===== src/rtl/difftest_commit_ctrl.sv =====
// Commit sequencer between writeback and the difftest trace port: buffers retired
// instructions in a FIFO, drains one per handshake, and halts once an ebreak has drained.
module difftest_commit_ctrl #(
  parameter int unsigned DEPTH = 4,
  parameter int unsigned XLEN  = 64
) (
  input  logic            clock,
  input  logic            reset,
  input  logic            wb_valid,
  input  logic [XLEN-1:0] wb_pc,
  input  logic [31:0]     wb_inst,
  input  logic [4:0]      wb_rd,
  input  logic            wb_wen,
  input  logic [XLEN-1:0] wb_wdata,
  input  logic            wb_ebreak,
  output logic            stall_out,
  output logic            trace_valid,
  input  logic            trace_ready,
  output logic [XLEN-1:0] trace_pc,
  output logic [31:0]     trace_inst,
  output logic [4:0]      trace_rd,
  output logic [XLEN-1:0] trace_wdata,
  output logic            trace_wen,
  output logic [63:0]     commit_cnt,
  output logic            halted,
  output logic [XLEN-1:0] halt_pc,
  output logic            overflow
);

  localparam int unsigned AW   = (DEPTH > 1) ? $clog2(DEPTH) : 1;
  localparam logic [AW:0] FULL = DEPTH[AW:0];

  typedef enum logic [1:0] {RUN, DRAIN, HALT} state_e;

  state_e            state_q, state_d;
  logic [XLEN-1:0]   pc_q    [DEPTH];
  logic [31:0]       inst_q  [DEPTH];
  logic [4:0]        rd_q    [DEPTH];
  logic              wen_q   [DEPTH];
  logic [XLEN-1:0]   wdata_q [DEPTH];
  logic              eb_q    [DEPTH];
  logic [AW-1:0]     wr_ptr_q, rd_ptr_q;
  logic [AW:0]       count_q;
  logic [63:0]       commit_cnt_q;
  logic [XLEN-1:0]   halt_pc_q;
  logic              overflow_q;
  logic              accept, push, pop, halt_pop;

  assign accept   = (state_q == RUN) && (count_q != FULL);
  assign push     = wb_valid && accept;
  assign pop      = trace_valid && trace_ready;
  assign halt_pop = (state_q == DRAIN) && pop && eb_q[rd_ptr_q];

  always_ff @(posedge clock or posedge reset) begin
    if (reset) begin
      state_q <= RUN;
    end else begin
      state_q <= state_d;
    end
  end

  always_comb begin
    state_d = state_q;
    unique case (state_q)
      RUN:     if (push && wb_ebreak) state_d = DRAIN;
      DRAIN:   if (halt_pop)          state_d = HALT;
      HALT:    state_d = HALT;
      default: state_d = RUN;
    endcase
  end

  always_comb begin
    stall_out = (count_q == FULL) || (state_q != RUN);
    halted    = (state_q == HALT);
  end

  // Storage is cleared on reset so the head fields read as zero while empty after reset.
  always_ff @(posedge clock or posedge reset) begin
    if (reset) begin
      for (int unsigned i = 0; i < DEPTH; i++) begin
        pc_q[i]    <= '0;
        inst_q[i]  <= '0;
        rd_q[i]    <= '0;
        wen_q[i]   <= 1'b0;
        wdata_q[i] <= '0;
        eb_q[i]    <= 1'b0;
      end
    end else if (push) begin
      pc_q[wr_ptr_q]    <= wb_pc;
      inst_q[wr_ptr_q]  <= wb_inst;
      rd_q[wr_ptr_q]    <= wb_rd;
      wen_q[wr_ptr_q]   <= wb_wen;
      wdata_q[wr_ptr_q] <= wb_wdata;
      eb_q[wr_ptr_q]    <= wb_ebreak;
    end
  end

  always_ff @(posedge clock or posedge reset) begin
    if (reset) begin
      wr_ptr_q     <= '0;
      rd_ptr_q     <= '0;
      count_q      <= '0;
      commit_cnt_q <= '0;
      halt_pc_q    <= '0;
      overflow_q   <= 1'b0;
    end else begin
      if (push) wr_ptr_q <= wr_ptr_q + AW'(1);
      if (pop) begin
        rd_ptr_q     <= rd_ptr_q + AW'(1);
        commit_cnt_q <= commit_cnt_q + 64'd1;
      end
      if (push && !pop)      count_q <= count_q + (AW+1)'(1);
      else if (!push && pop) count_q <= count_q - (AW+1)'(1);
      if (wb_valid && !accept) overflow_q <= 1'b1;
      if (halt_pop) halt_pc_q <= pc_q[rd_ptr_q];
    end
  end

  assign trace_valid = (count_q != '0);
  assign trace_pc    = pc_q[rd_ptr_q];
  assign trace_inst  = inst_q[rd_ptr_q];
  assign trace_rd    = rd_q[rd_ptr_q];
  assign trace_wdata = wdata_q[rd_ptr_q];
  assign trace_wen   = wen_q[rd_ptr_q] && (rd_q[rd_ptr_q] != 5'd0);
  assign commit_cnt  = commit_cnt_q;
  assign halt_pc     = halt_pc_q;
  assign overflow    = overflow_q;

endmodule


===== config.mk =====
export PLATFORM = sky130hd
export DESIGN_NAME = difftest_commit_ctrl
export DESIGN_NICKNAME = d
export VERILOG_FILES = /design/src/rtl/difftest_commit_ctrl.sv
export SDC_FILE = /design/constraint.sdc
export NUM_CORES = 1
export LEC_CHECK = 0
export CAP_MARGIN = 10
export CORE_AREA = 3 3 203 354
export CTS_CLUSTER_DIAMETER = 30
export DETAILED_ROUTE_END_ITERATION = 10
export DIE_AREA = 0 0 206 357
export PLACE_DENSITY = 0.81
export SYNTH_ARGS = -nofsm -noshare
export SYNTH_HDL_FRONTEND = slang
export SYNTH_SLANG_ARGS = --single-unit

===== constraint.sdc =====
create_clock -name clock -period 70.8 [get_ports clock]
set_input_delay 14.16 -clock clock [delete_from_list [all_inputs] [get_ports clock]]
set_output_delay 14.16 -clock clock [all_outputs]
set_load 0.05 [all_outputs]

==> out/results.tsv, run 1 <==
metric	value	unit
post_cts.repair.setup_buffers	0	
initial_core_util	0.4950	
sw_frac_of_total	0.3983	
grt_max_degree	200	
min-delay-start	overflow$_DFFE_PP0P_	
cellPowerDensity	58.76	nW/um^2
synthArstFlopShare	1.000	
ys.flop_type	dfrtp_1	
worst_setup_hold_path_clk_slew	0.05	ns
critPathKind	reg -> out	
ant_nets	0	
fin_nets	2744	
cts_resized	0	
cts_tree	built	
fin_worst_skew	0.02979	ns
hold_violations	0	
status	complete, no violations	
worstSetupStartpointType	register	
clkPwrFrac	0.219	
clock_sink_count	806	
drt_iter0_markers	1077	
fmax	55.08	MHz
wire_per_inst	23.38	um
ir_drop	61.31	uV
dp_hpwl	53.92	mm
p_leak	19.00	nW
slew_headroom	0.2546	
dieArea	73540	um^2
grt_usage	0.2289	
period_share	0.2564	
hold_ws	0.4648	ns
h-tree-depth	3	
cts_made_buffers	112	
synth.top_cell.area_share	0.5862	
viasPerCell	5.646	
maxCapViolCount	0	
multi_input_area	13670	um^2
drive_above_1_share	0.4278	
insertion_delay	0.66	ns
placementRows	128	
synthCells	2081	
grt_overflow	0	
die_h	357	um
grt_pass1_vias	22700	
critPathMaxFanout	61	
antenna_found_initial	11	
regToRegStartpoint	rd_ptr_q[0]$_DFFE_PP0P_	
final_cell_mix	804 x dfrtp_1, 735 x mux2_2, 468 x clkdlybuf4s50_1	
clock_path_buffers	3	
gp_congestion	0.7958	
synth-edff-count	0	
p_seq_frac	0.309	
internal-power	1.549	mW
fin_setup_tns	0	ns
hp-class	reg -> reg	
drc	0	
worst_pin_slew	1.118	ns
place_inst	3358	
ys_seq_area_frac	0.5862	
rsz0062_at_grt	false	
crit_required	56.64	ns
cp.arrival	4.00	ns
final_common_cell	dfrtp_1	
core	69510	um^2
die_width	206	um
synthDistinctLibCells	33	
root_buffer	clkbuf_16	
grt_pass1_wl	131.0	mm
cts.hold.buffers_added	0	
dr.pass1.iters	4	
final_cells	3571	
setup_violations	0	
layout_setup_ws	52.64	ns
netlist_area	34410	um^2
synthTopCellsByArea	dfrtp_1 59%, mux2_2 24%, mux4_2 11%	
port_buffers	468	
num_vias	20160	
yosysTopAreaCell	dfrtp_1	
regArea	20180	um^2
fillers	4976	
area_delta_synth_final	27.31	%
synth_fp_nets	2263	
cp-end-kind	primary output	
comb_power_share	0.472	
num_io_pins	469	
avgSynthCellArea	16.53	um^2
switchingPower	1.025	mW
setup.worst_path.start	rd_ptr_q[1]$_DFFE_PP0P_	
finalCriticalPeriod	18.16	ns
dpl_worst_slack	53.23	ns
ys_ff_latch	806	
maxSlewViolCount	0	
yosysWarnings	0	
wl	83.50	mm
## metrics by stage
stage	utilization	area, um^2	total power, mW
floorplan	-	34410	1.637
global placement	0.5741	39900	1.973
detailed placement	0.5741	39900	2.021
CTS	0.6300	43790	2.600
global route	0.6302	43800	2.688
finish	0.6302	43810	2.574
## registers in the layout, indices dropped and copies added (netlist names)
signal,count
pc_q,256
wdata_q,256
inst_q,128
commit_cnt,64
halt_pc,64
rd_q,20
eb_q,4
wen_q,4
count_q,3
rd_ptr_q,2
state_q,2
wr_ptr_q,2
overflow,1
## cell families after synthesis
| logic type | count (synthesis) | share of synthesized area |
|---|---|---|
| AOI/OAI and AO/OA | 6 | 0.001382 |
| xor gates and xnor gates | 69 | 0.01756 |
| adders and majority gates | 11 | 0.004218 |
| buffers and inverters | 134 | 0.01767 |
| DFF | 806 | 0.5862 |
| muxes | 902 | 0.3499 |
| and+or+nand+nor | 153 | 0.02313 |
## routing by layer
layer | vias to the layer above | share of wire | global-route usage
met4 | 6 | 0.026 | 0.07501
met2 | 562 | 0.53 | 0.4091
met3 | 134 | 0.064 | 0.05509
met1 | 10780 | 0.38 | 0.2710
li1 | 8679 | - | -
met5 | - | 0.00060 | 0
## power groups by stage
stage | clock network (mW) | registers, mW | logic, mW
2_1_floorplan | 0 | 0.813 | 0.824
3_3_place_gp | 0 | 0.774 | 1.20
3_5_place_dp | 0 | 0.800 | 1.22
4_1_cts | 0.576 | 0.795 | 1.23
5_1_grt | 0.597 | 0.818 | 1.27
6_report | 0.565 | 0.794 | 1.22
## path summary, 6_finish.rpt
kind,slack (ns),to,cells after the start
max reg2reg,66.93,halt_pc[12]$_DFFE_PP0P_,5
min reg2reg,0.46,overflow$_DFFE_PP0P_,1
max in group asynchronous,54.07,inst_q[110]$_DFFE_PP0P_,4
min in group asynchronous,14.11,halt_pc[51]$_DFFE_PP0P_,2
min,0.46,overflow$_DFFE_PP0P_,1
max,52.64,trace_wen,4
## Yosys cell counts, drive strengths merged, types with 2 or more instances
cell,count
ha,10
nor3,16
xor2,36
clkbuf,15
and4,2
xnor2,33
mux4,167
nand3,23
or3,2
nand4,21
mux2,735
and2,2
nor4,8
inv,15
nor2,29
and3,10
dfrtp,806
buf,104
nand2,38
## final cells by class
class / instances / area share
diodes: 8 / 0.0004570
clock buffers: 132 / 0.06869
clock inverters: 73 / 0.01991
inverters: 15 / 0.001457
multi-input cells: 1141 / 0.3120
flip-flops and latches: 806 / 0.4606
well taps: 910 / 0.02599
repair buffers: 486 / 0.1109
## worst max-delay path: stages, from the launching register on
cell and delay, ns:
dfrtp_4 0.99, buf_4 0.90, mux4_2 0.47, o21a_1 0.21, clkdlybuf4s50_1 0.70
No activity file was read; power rests on OpenSTA's default activity.
==> run 2: changes to the inputs <==
Clock period 70.8 ns to 17.1 ns, I/O delays scaled along.
==> out/results.tsv, run 2 (synthesis results as in run 1) <==
metric	value	unit	change
status	complete, no violations		
switchingPower	4.233	mW	+310%
cp.arrival	4.43	ns	+0.43 ns
internal-power	6.402	mW	+310%
final_common_cell	dfrtp_1		
cp-end-kind	primary output		
clock_sink_count	806		unchanged
dp_hpwl	53.72	mm	-0.37%
setup.worst_path.start	rd_ptr_q[1]$_DFFE_PP0P_		
hp-class	reg -> reg		
clkPwrFrac	0.219		about the same
dieArea	73540	um^2	unchanged
drt_iter0_markers	975		-9.5%
maxSlewViolCount	0		unchanged
area_delta_synth_final	27.48	%	
ir_drop	194.7	uV	+220%
die_width	206	um	unchanged
wl	83.21	mm	-0.35%
cellPowerDensity	242.5	nW/um^2	+310%
critPathMaxFanout	56		-8.2%
period_share	0.4588		
drc	0		unchanged
grt_pass1_vias	22930		+1.0%
grt_overflow	0		unchanged
initial_core_util	0.4950		unchanged
insertion_delay	0.65	ns	about the same
ant_nets	0		unchanged
setup_violations	0		unchanged
min-delay-start	commit_cnt[63]$_DFFE_PP0P_		
hold_violations	0		unchanged
core	69510	um^2	unchanged
worst_setup_hold_path_clk_slew	0.05	ns	about the same
root_buffer	clkbuf_16		
rrSetupSlack	13.34	ns	-53.59 ns
slew_headroom	0.1888		-0.06580
grt_pass1_wl	130.3	mm	-0.54%
rsz0062_at_grt	false		
r2r_end	inst_q[122]$_DFFE_PP0P_		
cts.hold.buffers_added	0		unchanged
hold_depth	1		unchanged
dr.pass1.iters	5		+1
p_seq_frac	0.308		about the same
sw_frac_of_total	0.3980		about the same
reg.largest.list	pc_q x256, wdata_q x256, inst_q x128		
post_cts.repair.setup_buffers	0		unchanged
final_cell_mix	804 x dfrtp_1, 735 x mux2_2, 468 x clkdlybuf4s50_1		
maxCapViolCount	0		unchanged
hold_end	commit_cnt[63]$_DFFE_PP0P_		
cts_resized	0		unchanged
worst_pin_slew	1.217	ns	+0.09871 ns
fmax	127.5	MHz	
reg2reg_depth	7		+2
fin_worst_skew	0.02454	ns	-0.005252 ns
cts_tree	built		
clock_path_buffers	3		unchanged
power.total	10.64	mW	+310%
drive_above_1_share	0.4301		+0.002254
port_buffers	468		unchanged
critPathKind	reg -> out		
comb_power_share	0.473		about the same
viasPerCell	5.608		-0.66%
placementRows	128		unchanged
gp_congestion	0.8727		+9.7%
worstSetupStartpointType	register		
num_vias	20110		-0.24%
grt_max_degree	204		+2.0%
p_leak	19.06	nW	+0.33%
crit_required	13.68	ns	-42.96 ns
finalCriticalPeriod	7.846	ns	
num_io_pins	469		unchanged
die_h	357	um	unchanged
fin_nets	2752		+0.29%
antenna_found_initial	15		+4
wire_per_inst	23.20	um	-0.77%
h-tree-depth	3		unchanged
regToRegStartpoint	state_q[0]$_DFFE_PP0P_		
grt_usage	0.2278		-0.001100
fin_setup_tns	0	ns	unchanged
cts_made_buffers	113		+0.89%
==> run 2: changes by cell type in the layout (fill, tap and decap cells not counted), sizes merged <==
cell      before  now
buf           18   25
clkbuf       132  139
bufinv        11    8
clkinv        27   30
clkinvlp      13   10
inv           37   40
diode          8    9
==> run 2: power by group through the flow <==
stage | Combinational [mW] | Clock, mW | Sequential, mW
2_1_floorplan | 3.41 | 0 | 3.37
3_3_place_gp | 4.95 | 0 | 3.21
3_5_place_dp | 5.05 | 0 | 3.30
4_1_cts | 5.08 | 2.38 | 3.28
5_1_grt | 5.27 | 2.47 | 3.37
6_report | 5.03 | 2.33 | 3.28
==> run 2: critical path, cell delays in order (launching register included) <==
cell and delay [ns]:
dfrtp_4 0.80, buf_4 0.81, buf_4 0.82, mux4_2 0.42, clkdlybuf4s50_1 0.82
==> run 2: per-stage QoR <==
step,util,setup slack (ns),area (um^2),hold slack (ns),cells
3_3_place_gp,0.5748,9.904,39950,0.4438,3365
3_5_place_dp,0.5748,9.830,39950,0.4718,3365
6_report,0.6311,9.254,43860,0.4832,3586
4_1_cts,0.6308,9.106,43840,0.4840,3577
5_1_grt,0.6310,9.023,43860,0.4947,3585
2_1_floorplan,-,2.615,34410,0.4739,2081
==> run 2: worst max-delay path by stage <==
stage | end | cells after the start
after global routing | trace_pc[63] | 4
after global placement | trace_pc[63] | 4
after floorplan | commit_cnt[0]$_DFFE_PP0P_ | 1
after CTS | trace_pc[63] | 4
after detailed placement | trace_pc[63] | 4
final | trace_pc[10] | 4
==> run 2: per-layer routing <==
metal	wire, um	share of wire	global-route usage	vias to the layer above
met5	105	0.0013	0	-
met3	5723	0.069	0.06337	146
met4	2411	0.029	0.08547	14
met1	30920	0.37	0.2620	10630
met2	44050	0.53	0.4038	611
li1	-	-	-	8713
==> run 2: final cells by class <==
cell class / instances / area [um^2]
Tap cell: 910 / 1139
Inverter: 15 / 60.06
Sequential cell: 806 / 20180
Multi-Input combinational cell: 1141 / 13670
Antenna cell: 9 / 22.52
Fill cell: 4943 / 25640
Timing Repair Buffer: 493 / 4910
Clock buffer: 139 / 3108
Clock inverter: 73 / 780.7
